[config.mk]
export PLATFORM = sky130hd
export DESIGN_NAME = usb_fs_rx_frontend
export DESIGN_NICKNAME = d
export VERILOG_FILES = /design/src/rtl/usb_fs_rx_frontend.sv
export SDC_FILE = /design/constraint.sdc
export NUM_CORES = 1
export LEC_CHECK = 0
export CAP_MARGIN = 5
export CORE_MARGIN = 2
export CORE_UTILIZATION = 39
export DETAILED_ROUTE_END_ITERATION = 12
export MAX_ROUTING_LAYER = met4
export PLACE_DENSITY = 0.62
export SYNTH_ARGS = -nofsm -noshare
export SYNTH_HDL_FRONTEND = slang
export SYNTH_SLANG_ARGS = --single-unit
[constraint.sdc]
create_clock -name phyCd_clk -period 3.44 [get_ports phyCd_clk]
set_clock_uncertainty 0.2 [all_clocks]
set_input_delay 0.688 -clock phyCd_clk [delete_from_list [all_inputs] [get_ports phyCd_clk]]
set_output_delay 0.688 -clock phyCd_clk [all_outputs]
set_load 0.01 [all_outputs]
[src/rtl/usb_fs_rx_frontend.sv]
// usb_fs_rx_frontend: full-speed USB receive front end (sync, DPLL, NRZI, destuff, SYNC/EOP, bytes)
//   Optional USB_RX_GLITCH_FILTER_EN: 3-tap majority filter per pad after the synchroniser.
//   phyCd_clk/phyCd_reset : PHY clock, synchronous active-high reset
//   usb_dp_read/dm_read   : raw asynchronous pads
//   rx_enable             : receiver enabled (low while transmitting)
//   line_state            : synchronised line {dm,dp}: 00 SE0, 01 J, 10 K, 11 SE1
//   rx_active             : inside a packet (SYNC accepted until EOP/abort)
//   rx_data/rx_valid      : last completed byte (LSB first) and its one-cycle strobe
//   rx_eop/rx_error       : clean end-of-packet strobe, error strobe
module usb_fs_rx_frontend #(
    parameter int OVERSAMPLE     = 4,
    parameter int SYNC_MIN_ZEROS = 3
) (
    input  logic       phyCd_clk,
    input  logic       phyCd_reset,
    input  logic       usb_dp_read,
    input  logic       usb_dm_read,
    input  logic       rx_enable,
    output logic [1:0] line_state,
    output logic       rx_active,
    output logic [7:0] rx_data,
    output logic       rx_valid,
    output logic       rx_eop,
    output logic       rx_error
);
    localparam int PW = $clog2(OVERSAMPLE);
    localparam logic [1:0] LS_SE0 = 2'b00, LS_J = 2'b01, LS_K = 2'b10, LS_SE1 = 2'b11;
    typedef enum logic [2:0] {S_IDLE, S_SYNC, S_DATA, S_EOP, S_ABORT} state_t;
    logic dp_s1_q, dp_s2_q, dm_s1_q, dm_s2_q;
    logic [1:0] prev_line_q;
    logic [PW-1:0] phase_q, phase_d;
    logic changed, strobe, is_j, is_k, nrzi_bit;
    state_t state_q, state_d;
    logic prev_k_q, prev_k_d;
    logic [3:0] zeros_q, zeros_d;
    logic [2:0] ones_q, ones_d, bit_cnt_q, bit_cnt_d;
    logic [7:0] shift_q, shift_d, data_q, data_d, byte_d;
    logic valid_q, valid_d, eop_q, eop_d, err_q, err_d, active_q, active_d;

    // Synchronisers reset to J so reset never looks like SE0.
    always_ff @(posedge phyCd_clk) begin
        if (phyCd_reset) begin
            {dp_s1_q, dp_s2_q} <= 2'b11;
            {dm_s1_q, dm_s2_q} <= 2'b00;
        end else begin
            {dp_s1_q, dp_s2_q} <= {usb_dp_read, dp_s1_q};
            {dm_s1_q, dm_s2_q} <= {usb_dm_read, dm_s1_q};
        end
    end

`ifdef USB_RX_GLITCH_FILTER_EN
    logic dp_h1_q, dp_h2_q, dm_h1_q, dm_h2_q;
    always_ff @(posedge phyCd_clk) begin
        if (phyCd_reset) begin
            {dp_h1_q, dp_h2_q} <= 2'b11;
            {dm_h1_q, dm_h2_q} <= 2'b00;
        end else begin
            {dp_h1_q, dp_h2_q} <= {dp_s2_q, dp_h1_q};
            {dm_h1_q, dm_h2_q} <= {dm_s2_q, dm_h1_q};
        end
    end
    // Majority over three consecutive samples: a one-cycle pulse never wins.
    assign line_state = {(dm_s2_q & dm_h1_q) | (dm_s2_q & dm_h2_q) | (dm_h1_q & dm_h2_q),
                         (dp_s2_q & dp_h1_q) | (dp_s2_q & dp_h2_q) | (dp_h1_q & dp_h2_q)};
`else
    assign line_state = {dm_s2_q, dp_s2_q};
`endif

    // DPLL: phase is 0 in the cycle a transition is seen, strobe mid-bit.
    assign changed  = line_state != prev_line_q;
    assign phase_d  = changed ? '0 : (phase_q == PW'(OVERSAMPLE - 1) ? '0 : phase_q + 1'b1);
    assign strobe   = phase_d == PW'(OVERSAMPLE / 2);
    assign is_j     = line_state == LS_J;
    assign is_k     = line_state == LS_K;
    assign nrzi_bit = is_k == prev_k_q;
    assign byte_d   = {nrzi_bit, shift_q[7:1]};

    always_comb begin
        state_d   = state_q;
        prev_k_d  = prev_k_q;
        zeros_d   = zeros_q;
        ones_d    = ones_q;
        bit_cnt_d = bit_cnt_q;
        shift_d   = shift_q;
        data_d    = data_q;
        valid_d   = 1'b0;
        eop_d     = 1'b0;
        err_d     = 1'b0;
        if (!rx_enable) begin
            state_d = S_IDLE;
        end else if (strobe) begin
            case (state_q)
                S_IDLE: if (is_k) begin
                    state_d  = S_SYNC;
                    prev_k_d = 1'b1;
                    zeros_d  = '0;
                end
                S_SYNC: if (!is_j && !is_k) begin
                    state_d = S_IDLE;
                end else begin
                    prev_k_d = is_k;
                    if (!nrzi_bit) zeros_d = zeros_q + 4'(zeros_q != 4'hf);
                    else if (zeros_q >= 4'(SYNC_MIN_ZEROS)) begin
                        state_d   = S_DATA;
                        ones_d    = '0;
                        bit_cnt_d = '0;
                    end else state_d = S_IDLE;
                end
                S_DATA: if (line_state == LS_SE0) begin
                    state_d = S_EOP;
                end else if (line_state == LS_SE1) begin
                    err_d   = 1'b1;
                    state_d = S_ABORT;
                end else begin
                    prev_k_d = is_k;
                    // After six ones the next bit is a stuff bit, never data.
                    if (ones_q == 3'd6) begin
                        if (nrzi_bit) begin
                            err_d   = 1'b1;
                            state_d = S_ABORT;
                        end else ones_d = '0;
                    end else begin
                        ones_d    = nrzi_bit ? ones_q + 1'b1 : '0;
                        shift_d   = byte_d;
                        bit_cnt_d = bit_cnt_q + 1'b1;
                        if (bit_cnt_q == 3'd7) begin
                            data_d  = byte_d;
                            valid_d = 1'b1;
                        end
                    end
                end
                S_EOP: if (is_j) begin
                    eop_d   = 1'b1;
                    err_d   = bit_cnt_q != 3'd0;
                    state_d = S_IDLE;
                end else if (line_state != LS_SE0) begin
                    err_d   = 1'b1;
                    state_d = S_ABORT;
                end
                S_ABORT: if (is_j) state_d = S_IDLE;
                default: state_d = S_IDLE;
            endcase
        end
        active_d = state_d == S_DATA || state_d == S_EOP;
    end

    always_ff @(posedge phyCd_clk) begin
        if (phyCd_reset) begin
            prev_line_q <= LS_J;
            phase_q     <= '0;
            state_q     <= S_IDLE;
            prev_k_q    <= 1'b0;
            zeros_q     <= '0;
            ones_q      <= '0;
            bit_cnt_q   <= '0;
            shift_q     <= '0;
            data_q      <= '0;
            valid_q     <= 1'b0;
            eop_q       <= 1'b0;
            err_q       <= 1'b0;
            active_q    <= 1'b0;
        end else begin
            prev_line_q <= line_state;
            phase_q     <= phase_d;
            state_q     <= state_d;
            prev_k_q    <= prev_k_d;
            zeros_q     <= zeros_d;
            ones_q      <= ones_d;
            bit_cnt_q   <= bit_cnt_d;
            shift_q     <= shift_d;
            data_q      <= data_d;
            valid_q     <= valid_d;
            eop_q       <= eop_d;
            err_q       <= err_d;
            active_q    <= active_d;
        end
    end

    assign rx_active = active_q;
    assign rx_data   = data_q;
    assign rx_valid  = valid_q;
    assign rx_eop    = eop_q;
    assign rx_error  = err_q;
endmodule

==> impl_metrics.xml, run 1 <==
<?xml version="1.0" encoding="UTF-8"?>
<metrics>
  <group name="final_layout">
    <metric name="final-instance-count-excl-fill" unit="">313</metric>
    <metric name="final_core_utilization" unit="">0.4823</metric>
    <metric name="num_antenna_cells" unit="">0</metric>
    <metric name="drive_above_1_share" unit="">0.08537</metric>
    <metric name="layout-area-overhead-vs-synth" unit="%">17.09</metric>
    <metric name="nNetsFinal" unit="">262</metric>
    <metric name="stdcell_area" unit="sq um">2323</metric>
    <metric name="layout.cells.most_common" unit="">sky130_fd_sc_hd__dfxtp_1</metric>
    <metric name="layout.cells.most_common_list" unit="">41 x sky130_fd_sc_hd__dfxtp_1, 25 x sky130_fd_sc_hd__nor2_1, 19 x sky130_fd_sc_hd__a21oi_1</metric>
  </group>
  <group name="detailed_routing">
    <metric name="dr.pass1.iters" unit="">4</metric>
    <metric name="detail_route.drc_violations" unit="">0</metric>
    <metric name="wl_per_cell" unit="microns">12.35</metric>
    <metric name="finalWirelength" unit="microns">3864</metric>
    <metric name="drtIter0Drc" unit="">81</metric>
    <metric name="antenna_violating_nets_post_route" unit="">0</metric>
    <metric name="vias" unit="">1627</metric>
    <metric name="route.detailed.vias_per_inst" unit="">5.198</metric>
  </group>
  <group name="setup_path">
    <metric name="start_kind" unit="">flop</metric>
    <metric name="endpoint" unit="">shift_q[7]</metric>
    <metric name="worstPathArrival" unit="ns">2.62</metric>
    <metric name="timing.critical_path.required" unit="ns">3.40</metric>
    <metric name="end_kind" unit="">flop</metric>
    <metric name="r2r_start" unit="">state_q[1]</metric>
    <metric name="critPathMaxFanout" unit="">14</metric>
    <metric name="crit_start" unit="">state_q[1]</metric>
    <metric name="timing.setup.critical_path_class" unit="">reg2reg</metric>
    <metric name="worst_r2r_endpoint" unit="">shift_q[7]</metric>
    <metric name="r2r_cells" unit="">5</metric>
    <metric name="setup.reg_to_reg.worst_slack" unit="ns">0.78</metric>
  </group>
  <group name="synthesis">
    <metric name="yosys_most_used_dff" unit="">sky130_fd_sc_hd__dfxtp_1</metric>
    <metric name="main_combinational_cell_family_by_area_after_synthesis" unit="">simple AND/OR/NAND/NOR gates</metric>
    <metric name="synth_edf_count" unit="">0</metric>
    <metric name="synthesis.area" unit="sq um">1984</metric>
    <metric name="postSynthRegisterBits" unit="">41</metric>
    <metric name="synth.mux.area_fraction" unit="">0.05549</metric>
    <metric name="yosysUniqueCellTypes" unit="">45</metric>
    <metric name="area_share_of_and_or_nand_nor_cells_after_synthesis" unit="">0.2573</metric>
    <metric name="synth_async_sr_flop_share" unit="">0</metric>
    <metric name="synth-adder-area-share" unit="">0.07566</metric>
    <metric name="seq_area_frac_synth" unit="">0.4136</metric>
    <metric name="syn_inst" unit="">229</metric>
    <metric name="number_of_warnings_printed_during_yosys_synthesis" unit="">0</metric>
    <metric name="synth-compound-area-share" unit="">0.1318</metric>
    <metric name="synthesis.nets" unit="">246</metric>
    <metric name="synth_xor_xnor_area_share" unit="">0.01765</metric>
    <metric name="postSynthAreaPerCell" unit="sq um">8.666</metric>
  </group>
  <group name="cts">
    <metric name="cts_setup_buffers" unit="">0</metric>
    <metric name="clock_tree_from_tritoncts" unit="">done</metric>
    <metric name="root_buffer" unit="">sky130_fd_sc_hd__clkbuf_8</metric>
    <metric name="clkTransAtPathRegs" unit="ns">0.08</metric>
    <metric name="cts_max_level" unit="">2</metric>
    <metric name="cts_resized" unit="">0</metric>
    <metric name="clock_path_buffers" unit="">2</metric>
    <metric name="cts_hold_buffers" unit="">0</metric>
    <metric name="worstSkewPairLatency" unit="ns">0.29</metric>
    <metric name="clock_sinks" unit="">41</metric>
    <metric name="cts-buffers-inserted" unit="">5</metric>
  </group>
  <group name="power">
    <metric name="power.density" unit="nW/um^2">375.7</metric>
    <metric name="irDropWorstVdd" unit="V">0.0002004</metric>
    <metric name="cellLeakagePower" unit="uW">0.0008045</metric>
  </group>
  <group name="floorplan">
    <metric name="num_rows" unit="">25</metric>
    <metric name="floorplan.die.height" unit="microns">75.33</metric>
    <metric name="die_width" unit="microns">75.33</metric>
    <metric name="starting_density_of_the_core" unit="">0.4119</metric>
    <metric name="die_area" unit="sq um">5675</metric>
    <metric name="fp.coreArea" unit="sq um">4817</metric>
    <metric name="io_pins" unit="">19</metric>
  </group>
  <group name="timing">
    <metric name="max-slew-margin-rel" unit="">0.5807</metric>
    <metric name="tightest_slew" unit="ns">0.6276</metric>
    <metric name="period_minus_slack" unit="ns">2.660</metric>
    <metric name="fmaxAchievable" unit="MHz">376.0</metric>
    <metric name="post-route-worst-setup-slack" unit="ns">0.7804</metric>
    <metric name="finalCritPeriodShare" unit="">0.7731</metric>
    <metric name="rsz0062_at_grt" unit="">no</metric>
    <metric name="final_max_slew_viol_count" unit="">0</metric>
    <metric name="setup-violations-final" unit="">0</metric>
    <metric name="fin_tns_setup" unit="ns">0</metric>
    <metric name="hold_violation_count_in_the_final_report" unit="">0</metric>
  </group>
  <group name="placed_design">
    <metric name="port_bufs" unit="">18</metric>
    <metric name="place.detailed.hpwl" unit="microns">2789</metric>
    <metric name="dp_slack" unit="ns">0.6261</metric>
    <metric name="place_congestion" unit="">0.8212</metric>
    <metric name="dp.cells" unit="">305</metric>
    <metric name="placed_area" unit="sq um">2227</metric>
  </group>
  <group name="global_routing">
    <metric name="vias_in_the_first_global_route" unit="">1402</metric>
    <metric name="grt_use_total" unit="">0.1513</metric>
    <metric name="antenna_found_initial" unit="">0</metric>
    <metric name="globalRouteOverflowTotal" unit="">0</metric>
    <metric name="grt_start_max_net_pins" unit="">17</metric>
    <metric name="first_pass_grt_wire_length" unit="microns">6437</metric>
  </group>
  <group name="job">
    <metric name="drv.max_cap_violation_count" unit="">0</metric>
  </group>
  <group name="worst_hold_path">
    <metric name="min-delay-path-class" unit="">reg2reg</metric>
    <metric name="worstHoldStart" unit="">dp_s1_q</metric>
    <metric name="number_of_cells_on_the_worst_hold_path" unit="">1</metric>
  </group>
  <group name="status">
    <metric name="status" unit="">complete, no violations</metric>
  </group>
</metrics>
report_power, final:
part	total (uW)	switching (uW)	internal, uW
Combinational	61.9	35.4	26.5
Sequential	487	6.02	481
Clock	324	162	162
sequential cells by signal, indices dropped and copies added, names as in the netlist, 2 cells and up:
signal,flops
rx_data,8
phase_q,2
prev_line_q,2
shift_q,7
zeros_q,4
state_q,3
ones_q,3
bit_cnt_q,3
cell usage after synthesis (2+ instances only):
library cell               instances  area (sq um)
sky130_fd_sc_hd__o21ai_1           2         10.01
sky130_fd_sc_hd__nor4_1            2         12.51
sky130_fd_sc_hd__ha_1             12         150.1
sky130_fd_sc_hd__or3_1             2         12.51
sky130_fd_sc_hd__and2_1            3         18.77
sky130_fd_sc_hd__or2_2             4         25.02
sky130_fd_sc_hd__inv_1             8         30.03
sky130_fd_sc_hd__nor2b_1           2         12.51
sky130_fd_sc_hd__nor3b_1           2         15.01
sky130_fd_sc_hd__nand2b_1          5         31.28
sky130_fd_sc_hd__nand3_1          13         65.06
sky130_fd_sc_hd__nand2_1          16         60.06
sky130_fd_sc_hd__mux2i_1          11         110.1
sky130_fd_sc_hd__o21ai_0           7         35.03
sky130_fd_sc_hd__buf_2             2         10.01
sky130_fd_sc_hd__a211oi_1          2         15.01
sky130_fd_sc_hd__clkbuf_1         10         37.54
sky130_fd_sc_hd__nor3_1            5         25.02
sky130_fd_sc_hd__nand4b_1          2         17.52
sky130_fd_sc_hd__a21oi_1          19         95.09
sky130_fd_sc_hd__or3b_1            3         26.28
sky130_fd_sc_hd__a31oi_1           3         18.77
sky130_fd_sc_hd__o22ai_1           2         12.51
sky130_fd_sc_hd__dfxtp_1          41         820.8
sky130_fd_sc_hd__buf_4             2         15.01
sky130_fd_sc_hd__nand4_1           3         18.77
sky130_fd_sc_hd__xor2_1            3         26.28
sky130_fd_sc_hd__nand3b_1          2         15.01
sky130_fd_sc_hd__nor2_1           25         93.84
through the flow:
stage	hold WS, ns	total power [uW]
2_1_floorplan	0.1895	539.2
4_1_cts	0.2190	890.2
6_report	0.2152	872.9
3_3_place_gp	0.1903	559.1
5_1_grt	0.2433	920.7
3_5_place_dp	0.1998	559.3
worst max-delay path, stage by stage, from the launching register on:
cell and delay [ns]:
sky130_fd_sc_hd__dfxtp_1 0.60, sky130_fd_sc_hd__nor3b_1 0.59, sky130_fd_sc_hd__and4_1 0.33, sky130_fd_sc_hd__and2_1 0.52, sky130_fd_sc_hd__mux2i_1 0.25, sky130_fd_sc_hd__nor2_1 0.05
final cells by class:
class / count / area (sq um)
inverters: 8 / 30.03
repair buffers: 24 / 225.2
clock buffers: 6 / 82.58
flip-flops and latches: 41 / 820.8
fillers: 475 / 2494
well taps: 67 / 83.83
multi-input cells: 165 / 1067
clock inverters: 2 / 13.76
metal layers:
layer / up-vias / track usage / share of wire
met5: - / - / 0
met4: 0 / 0.06043 / 0.014
met3: 6 / 0.03704 / 0.047
met2: 42 / 0.2087 / 0.42
met1: 745 / 0.2113 / 0.52
li1: 834 / - / -
worst min-delay path by stage:
stage	to	slack [ns]
2_1_floorplan	dp_s2_q	0.19
3_3_place_gp	dp_s2_q	0.19
3_5_place_dp	dp_s2_q	0.20
4_1_cts	dp_s2_q	0.22
5_1_grt	dp_s2_q	0.24
6_report	dp_s2_q	0.22
logic make-up (layout without fill, tap and decap cells):
logic type                 Yosys count  in the layout
AOI/OAI and AO/OA                   43             43
xor gates and xnor gates             4              4
adders and majority gates           12             12
buffers and inverters               23             40
DFF                                 41             41
muxes                               11             11
and+or+nand+nor                     95             95
Note: power is estimated with default switching activity, not from simulation.
==> run 2: changes to the inputs <==
==> constraint.sdc (replaced) <==
create_clock -name phyCd_clk -period 2.58 [get_ports phyCd_clk]
set_clock_uncertainty 0.2 [all_clocks]
set_input_delay 0.516 -clock phyCd_clk [delete_from_list [all_inputs] [get_ports phyCd_clk]]
set_output_delay 0.516 -clock phyCd_clk [all_outputs]
set_load 0.01 [all_outputs]
==> impl_metrics.xml, run 2 (same netlist as run 1, synthesis figures left out) <==
<?xml version="1.0" encoding="UTF-8"?>
<metrics>
  <group name="floorplan">
    <metric name="num_rows" unit="">25</metric>
    <metric name="fp.coreArea" unit="sq um">4817</metric>
    <metric name="io_pins" unit="">19</metric>
    <metric name="floorplan.die.height" unit="microns">75.33</metric>
    <metric name="die_width" unit="microns">75.33</metric>
    <metric name="starting_density_of_the_core" unit="">0.4119</metric>
    <metric name="die_area" unit="sq um">5675</metric>
  </group>
  <group name="detailed_routing">
    <metric name="vias" unit="">1676</metric>
    <metric name="dr.pass1.iters" unit="">4</metric>
    <metric name="wl_per_cell" unit="microns">12.01</metric>
    <metric name="finalWirelength" unit="microns">3914</metric>
    <metric name="route.detailed.vias_per_inst" unit="">5.141</metric>
    <metric name="detail_route.drc_violations" unit="">0</metric>
    <metric name="antenna_violating_nets_post_route" unit="">0</metric>
    <metric name="drtIter0Drc" unit="">104</metric>
  </group>
  <group name="setup_path">
    <metric name="cp_cell_sequence" unit="">inv_1, ha_1, o221ai_1, or4_4, or4_1, a21oi_1</metric>
    <metric name="crit_path_top_delay_cell" unit="">sky130_fd_sc_hd__or4_4</metric>
    <metric name="timing.critical_path.max_delay_family" unit="">simple AND/OR/NAND/NOR gates</metric>
    <metric name="crit_start" unit="">dm_s2_q</metric>
    <metric name="start_kind" unit="">flop</metric>
    <metric name="timing.critical_path.required" unit="ns">2.61</metric>
    <metric name="timing.setup.critical_path_class" unit="">reg2reg</metric>
    <metric name="cp_num_cells" unit="">6</metric>
    <metric name="r2r_start" unit="">dm_s2_q</metric>
    <metric name="worstPathArrival" unit="ns">2.43</metric>
    <metric name="critPathMaxStageDelay" unit="ns">0.50</metric>
    <metric name="endpoint" unit="">zeros_q[3]</metric>
    <metric name="setup.reg_to_reg.worst_slack" unit="ns">0.18</metric>
    <metric name="worstPathBufferInverterCount" unit="">1</metric>
    <metric name="critPathMaxFanout" unit="">5</metric>
    <metric name="r2r_cells" unit="">6</metric>
    <metric name="worst_r2r_endpoint" unit="">zeros_q[3]</metric>
    <metric name="end_kind" unit="">flop</metric>
  </group>
  <group name="cts">
    <metric name="cts_resized" unit="">0</metric>
    <metric name="worstSkewPairLatency" unit="ns">0.30</metric>
    <metric name="cts_max_level" unit="">2</metric>
    <metric name="cts_hold_buffers" unit="">0</metric>
    <metric name="cts-buffers-inserted" unit="">5</metric>
    <metric name="clock_path_buffers" unit="">2</metric>
    <metric name="root_buffer" unit="">sky130_fd_sc_hd__clkbuf_8</metric>
    <metric name="cts_setup_buffers" unit="">0</metric>
    <metric name="clkTransAtPathRegs" unit="ns">0.08</metric>
    <metric name="clock_tree_from_tritoncts" unit="">done</metric>
    <metric name="clock_sinks" unit="">41</metric>
  </group>
  <group name="placed_design">
    <metric name="place.detailed.hpwl" unit="microns">2944</metric>
    <metric name="port_bufs" unit="">18</metric>
    <metric name="place_congestion" unit="">0.8298</metric>
  </group>
  <group name="final_layout">
    <metric name="fill_cells" unit="">478</metric>
    <metric name="nNetsFinal" unit="">275</metric>
    <metric name="layout-area-overhead-vs-synth" unit="%">22.64</metric>
    <metric name="layout.cells.most_common" unit="">sky130_fd_sc_hd__dfxtp_1</metric>
    <metric name="max_ffs_per_register" unit="">8</metric>
    <metric name="layout.cells.most_common_list" unit="">41 x sky130_fd_sc_hd__dfxtp_1, 25 x sky130_fd_sc_hd__nor2_1, 19 x sky130_fd_sc_hd__a21oi_1</metric>
    <metric name="final_core_utilization" unit="">0.5052</metric>
    <metric name="num_antenna_cells" unit="">0</metric>
    <metric name="drive_above_1_share" unit="">0.1313</metric>
  </group>
  <group name="job">
    <metric name="drv.max_cap_violation_count" unit="">0</metric>
  </group>
  <group name="timing">
    <metric name="hold_violation_count_in_the_final_report" unit="">0</metric>
    <metric name="period_minus_slack" unit="ns">2.402</metric>
    <metric name="setup-violations-final" unit="">0</metric>
    <metric name="final_max_slew_viol_count" unit="">0</metric>
    <metric name="fmaxAchievable" unit="MHz">416.3</metric>
    <metric name="fin_tns_setup" unit="ns">0</metric>
    <metric name="max-slew-margin-rel" unit="">0.7368</metric>
    <metric name="rsz0062_at_grt" unit="">no</metric>
    <metric name="finalCritPeriodShare" unit="">0.9311</metric>
    <metric name="tightest_slew" unit="ns">0.3938</metric>
  </group>
  <group name="global_routing">
    <metric name="vias_in_the_first_global_route" unit="">1484</metric>
    <metric name="grt_start_max_net_pins" unit="">15</metric>
    <metric name="first_pass_grt_wire_length" unit="microns">6568</metric>
    <metric name="grt_use_total" unit="">0.1584</metric>
    <metric name="globalRouteOverflowTotal" unit="">0</metric>
    <metric name="antenna_found_initial" unit="">0</metric>
  </group>
  <group name="worst_hold_path">
    <metric name="min-delay-path-class" unit="">reg2reg</metric>
  </group>
  <group name="power">
    <metric name="power.density" unit="nW/um^2">486.0</metric>
    <metric name="cellLeakagePower" unit="uW">0.0008718</metric>
    <metric name="irDropWorstVdd" unit="V">0.0002374</metric>
  </group>
  <group name="status">
    <metric name="status" unit="">complete, no violations</metric>
  </group>
</metrics>
-- run 2: changes by cell type in the layout (fill, tap and decap cells not counted) --
cell,before,now
sky130_fd_sc_hd__buf_4,6,18
sky130_fd_sc_hd__buf_12,0,1
-- run 2: worst min-delay path by stage --
stage | depth (start not counted) | startpoint | endpoint
after floorplan | 1 | dp_s1_q | dp_s2_q
after global placement | 1 | dp_s1_q | dp_s2_q
after detailed placement | 1 | dp_s1_q | dp_s2_q
after CTS | 1 | dp_s1_q | dp_s2_q
after global routing | 1 | dp_s1_q | dp_s2_q
final | 1 | dp_s1_q | dp_s2_q
-- run 2: report_power, final --
| group | internal, uW | switching [uW] | total [uW] |
|---|---|---|---|
| sequential | 641 | 6.49 | 647 |
| combinational | 42.4 | 49.1 | 91.5 |
| clock | 217 | 227 | 444 |
| total | 900 | 283 | 1180 |
-- run 2: stage by stage --
stage	std cells	power [uW]	hold WS, ns	setup WS, ns	instance area [sq um]
detailed placement	318	753.6	0.2006	0.03988	2337
global placement	318	753.8	0.1926	0.04805	2337
CTS	326	1200	0.2199	0.1595	2434
global route	326	1235	0.2331	0.01560	2434
floorplan	229	719.0	0.1895	0.1219	1984
finish	326	1183	0.2184	0.1777	2434
-- run 2: layout make-up --
class,instances,area [sq um],area share
tap,67,83.83,0.03445
inverter,8,30.03,0.01234
multi-input combinational,165,1067,0.4386
sequential,41,820.8,0.3373
timing repair buffer,37,335.3,0.1378
clock buffer,6,82.58,0.03393
clock inverter,2,13.76,0.005656
-- run 2: worst register-to-register path, stage by stage, from the launching register on --
cell and delay [ns]:
sky130_fd_sc_hd__dfxtp_1 0.42, sky130_fd_sc_hd__inv_1 0.11, sky130_fd_sc_hd__ha_1 0.35, sky130_fd_sc_hd__o221ai_1 0.15, sky130_fd_sc_hd__or4_4 0.50, sky130_fd_sc_hd__or4_1 0.47, sky130_fd_sc_hd__a21oi_1 0.14
-- run 2: layer usage --
| metal | track usage | part of all wire | routed length [microns] |
|---|---|---|---|
| met2 | 0.2348 | 0.44 | 1722 |
| met3 | 0.03571 | 0.049 | 191 |
| met4 | 0.08382 | 0.023 | 90 |
| met1 | 0.2012 | 0.49 | 1909 |
| met5 | - | 0 | 0 |
==> run 3: changes to the inputs <==
--- a/config.mk
+++ b/config.mk
@@ -9,7 +9,6 @@
 export CORE_MARGIN = 2
 export CORE_UTILIZATION = 39
 export DETAILED_ROUTE_END_ITERATION = 12
-export MAX_ROUTING_LAYER = met4
 export PLACE_DENSITY = 0.62
 export SYNTH_ARGS = -nofsm -noshare
 export SYNTH_HDL_FRONTEND = slang
==> impl_metrics.xml, run 3 (same netlist as run 1, synthesis figures left out) <==
<?xml version="1.0" encoding="UTF-8"?>
<metrics>
  <group name="power">
    <metric name="share_comb_of_total_power" unit="">0.077</metric>
    <metric name="power.switching" unit="uW">282.1</metric>
    <metric name="switching_share" unit="">0.2387</metric>
    <metric name="cellLeakagePower" unit="uW">0.0008718</metric>
    <metric name="power.share.clock" unit="">0.375</metric>
    <metric name="irDropWorstVdd" unit="V">0.0002358</metric>
    <metric name="power.density" unit="nW/um^2">485.7</metric>
    <metric name="internal-power" unit="uW">899.8</metric>
    <metric name="share_of_power_burned_in_registers" unit="">0.548</metric>
  </group>
  <group name="cts">
    <metric name="clock_sinks" unit="">41</metric>
    <metric name="clock_tree_from_tritoncts" unit="">done</metric>
    <metric name="cts_setup_buffers" unit="">0</metric>
    <metric name="worstSkewPairLatency" unit="ns">0.30</metric>
    <metric name="cts_resized" unit="">0</metric>
    <metric name="root_buffer" unit="">sky130_fd_sc_hd__clkbuf_8</metric>
    <metric name="cts_hold_buffers" unit="">0</metric>
    <metric name="clock_path_buffers" unit="">2</metric>
    <metric name="clkTransAtPathRegs" unit="ns">0.08</metric>
    <metric name="cts_max_level" unit="">2</metric>
    <metric name="cts-buffers-inserted" unit="">5</metric>
  </group>
  <group name="floorplan">
    <metric name="num_rows" unit="">25</metric>
    <metric name="fp.coreArea" unit="sq um">4817</metric>
    <metric name="die_width" unit="microns">75.33</metric>
    <metric name="starting_density_of_the_core" unit="">0.4119</metric>
    <metric name="io_pins" unit="">19</metric>
    <metric name="floorplan.die.height" unit="microns">75.33</metric>
    <metric name="die_area" unit="sq um">5675</metric>
  </group>
  <group name="timing">
    <metric name="setup-violations-final" unit="">0</metric>
    <metric name="rsz0062_at_grt" unit="">no</metric>
    <metric name="hold_violation_count_in_the_final_report" unit="">0</metric>
    <metric name="max-slew-margin-rel" unit="">0.7312</metric>
    <metric name="finalCritPeriodShare" unit="">0.9308</metric>
    <metric name="period_minus_slack" unit="ns">2.402</metric>
    <metric name="final_max_slew_viol_count" unit="">0</metric>
    <metric name="worst_hold_slack_after_final_layout" unit="ns">0.2183</metric>
    <metric name="fin_tns_setup" unit="ns">0</metric>
    <metric name="fmaxAchievable" unit="MHz">416.4</metric>
    <metric name="tightest_slew" unit="ns">0.4022</metric>
  </group>
  <group name="detailed_routing">
    <metric name="vias" unit="">1666</metric>
    <metric name="finalWirelength" unit="microns">3902</metric>
    <metric name="detail_route.drc_violations" unit="">0</metric>
    <metric name="drtIter0Drc" unit="">95</metric>
    <metric name="dr.pass1.iters" unit="">4</metric>
    <metric name="wl_per_cell" unit="microns">11.97</metric>
    <metric name="route.detailed.vias_per_inst" unit="">5.110</metric>
    <metric name="antenna_violating_nets_post_route" unit="">0</metric>
  </group>
  <group name="placed_design">
    <metric name="port_bufs" unit="">18</metric>
    <metric name="place_congestion" unit="">0.8176</metric>
    <metric name="place.detailed.hpwl" unit="microns">2944</metric>
  </group>
  <group name="setup_path">
    <metric name="critPathMaxFanout" unit="">5</metric>
    <metric name="critPathMaxStageDelay" unit="ns">0.50</metric>
    <metric name="worstPathArrival" unit="ns">2.43</metric>
    <metric name="cp_cell_sequence" unit="">inv_1, ha_1, o221ai_1, or4_4, or4_1, a21oi_1</metric>
    <metric name="start_kind" unit="">flop</metric>
    <metric name="timing.critical_path.required" unit="ns">2.61</metric>
    <metric name="crit_path_top_delay_cell" unit="">sky130_fd_sc_hd__or4_4</metric>
    <metric name="timing.setup.critical_path_class" unit="">reg2reg</metric>
    <metric name="end_kind" unit="">flop</metric>
  </group>
  <group name="final_layout">
    <metric name="drive_above_1_share" unit="">0.1313</metric>
    <metric name="nNetsFinal" unit="">275</metric>
    <metric name="num_antenna_cells" unit="">0</metric>
    <metric name="layout-area-overhead-vs-synth" unit="%">22.64</metric>
    <metric name="layout.cells.most_common" unit="">sky130_fd_sc_hd__dfxtp_1</metric>
    <metric name="fill_cells" unit="">478</metric>
    <metric name="max_ffs_per_register" unit="">8</metric>
    <metric name="layout.cells.most_common_list" unit="">41 x sky130_fd_sc_hd__dfxtp_1, 25 x sky130_fd_sc_hd__nor2_1, 19 x sky130_fd_sc_hd__a21oi_1</metric>
  </group>
  <group name="global_routing">
    <metric name="grt_start_max_net_pins" unit="">15</metric>
    <metric name="vias_in_the_first_global_route" unit="">1487</metric>
    <metric name="globalRouteOverflowTotal" unit="">0</metric>
    <metric name="first_pass_grt_wire_length" unit="microns">6561</metric>
    <metric name="antenna_found_initial" unit="">0</metric>
    <metric name="grt_use_total" unit="">0.1537</metric>
  </group>
  <group name="status">
    <metric name="status" unit="">complete, no violations</metric>
  </group>
  <group name="worst_hold_path">
    <metric name="min-delay-path-class" unit="">reg2reg</metric>
  </group>
  <group name="job">
    <metric name="drv.max_cap_violation_count" unit="">0</metric>
  </group>
</metrics>
## run 3: worst paths after layout
kind | start | to | slack, ns | cells after the start
setup / recovery | dm_s2_q | zeros_q[3] | 0.18 | 6
hold / removal | dp_s1_q | dp_s2_q | 0.22 | 1
setup reg to reg | dm_s2_q | zeros_q[3] | 0.18 | 6
hold reg to reg | dp_s1_q | dp_s2_q | 0.22 | 1
## run 3: area by class of cell
cell class,instances,area (sq um),share of cell area
clock inverters,2,13.76,0.005656
inverters,8,30.03,0.01234
well taps,67,83.83,0.03445
multi-input cells,165,1067,0.4386
clock buffers,6,82.58,0.03393
repair buffers,37,335.3,0.1378
flip-flops and latches,41,820.8,0.3373
## run 3: per-stage QoR
step	worst slack, ns	instances	cell area, sq um	total power, uW	utilization
floorplan	0.1219	229	1984	719.0	-
global placement	0.04805	318	2337	753.8	0.4852
detailed placement	0.03988	318	2337	753.6	0.4852
CTS	0.1595	326	2434	1200	0.5052
global route	0.01538	326	2434	1235	0.5052
finish	0.1785	326	2434	1182	0.5052
## run 3: power by group through the flow
stage                     combinational [uW]  clock, uW  sequential [uW]
after floorplan                         59.0          0              660
after global placement                  91.6          0              662
after detailed placement                91.2          0              662
after CTS                               91.8        461              647
after global routing                     101        485              649
final                                   91.4        443              647
## run 3: per-layer routing
metal  track usage  vias to the layer above  share of wire
li1              -                      860              -
met1        0.2012                      766           0.49
met2        0.2348                       33           0.44
met3       0.03571                        7          0.047
met4       0.08382                        0          0.023
met5             0                        -              0
## run 3: critical path: cells and delay by family, from the launching register on
kind	cells	cell delay (ns)
AO/OA/AOI/OAI	2	0.29
adder cells (fa/ha/maj)	1	0.35
buffers and inverters	1	0.11
flip-flops	1	0.42
AND/OR/NAND/NOR	2	0.97
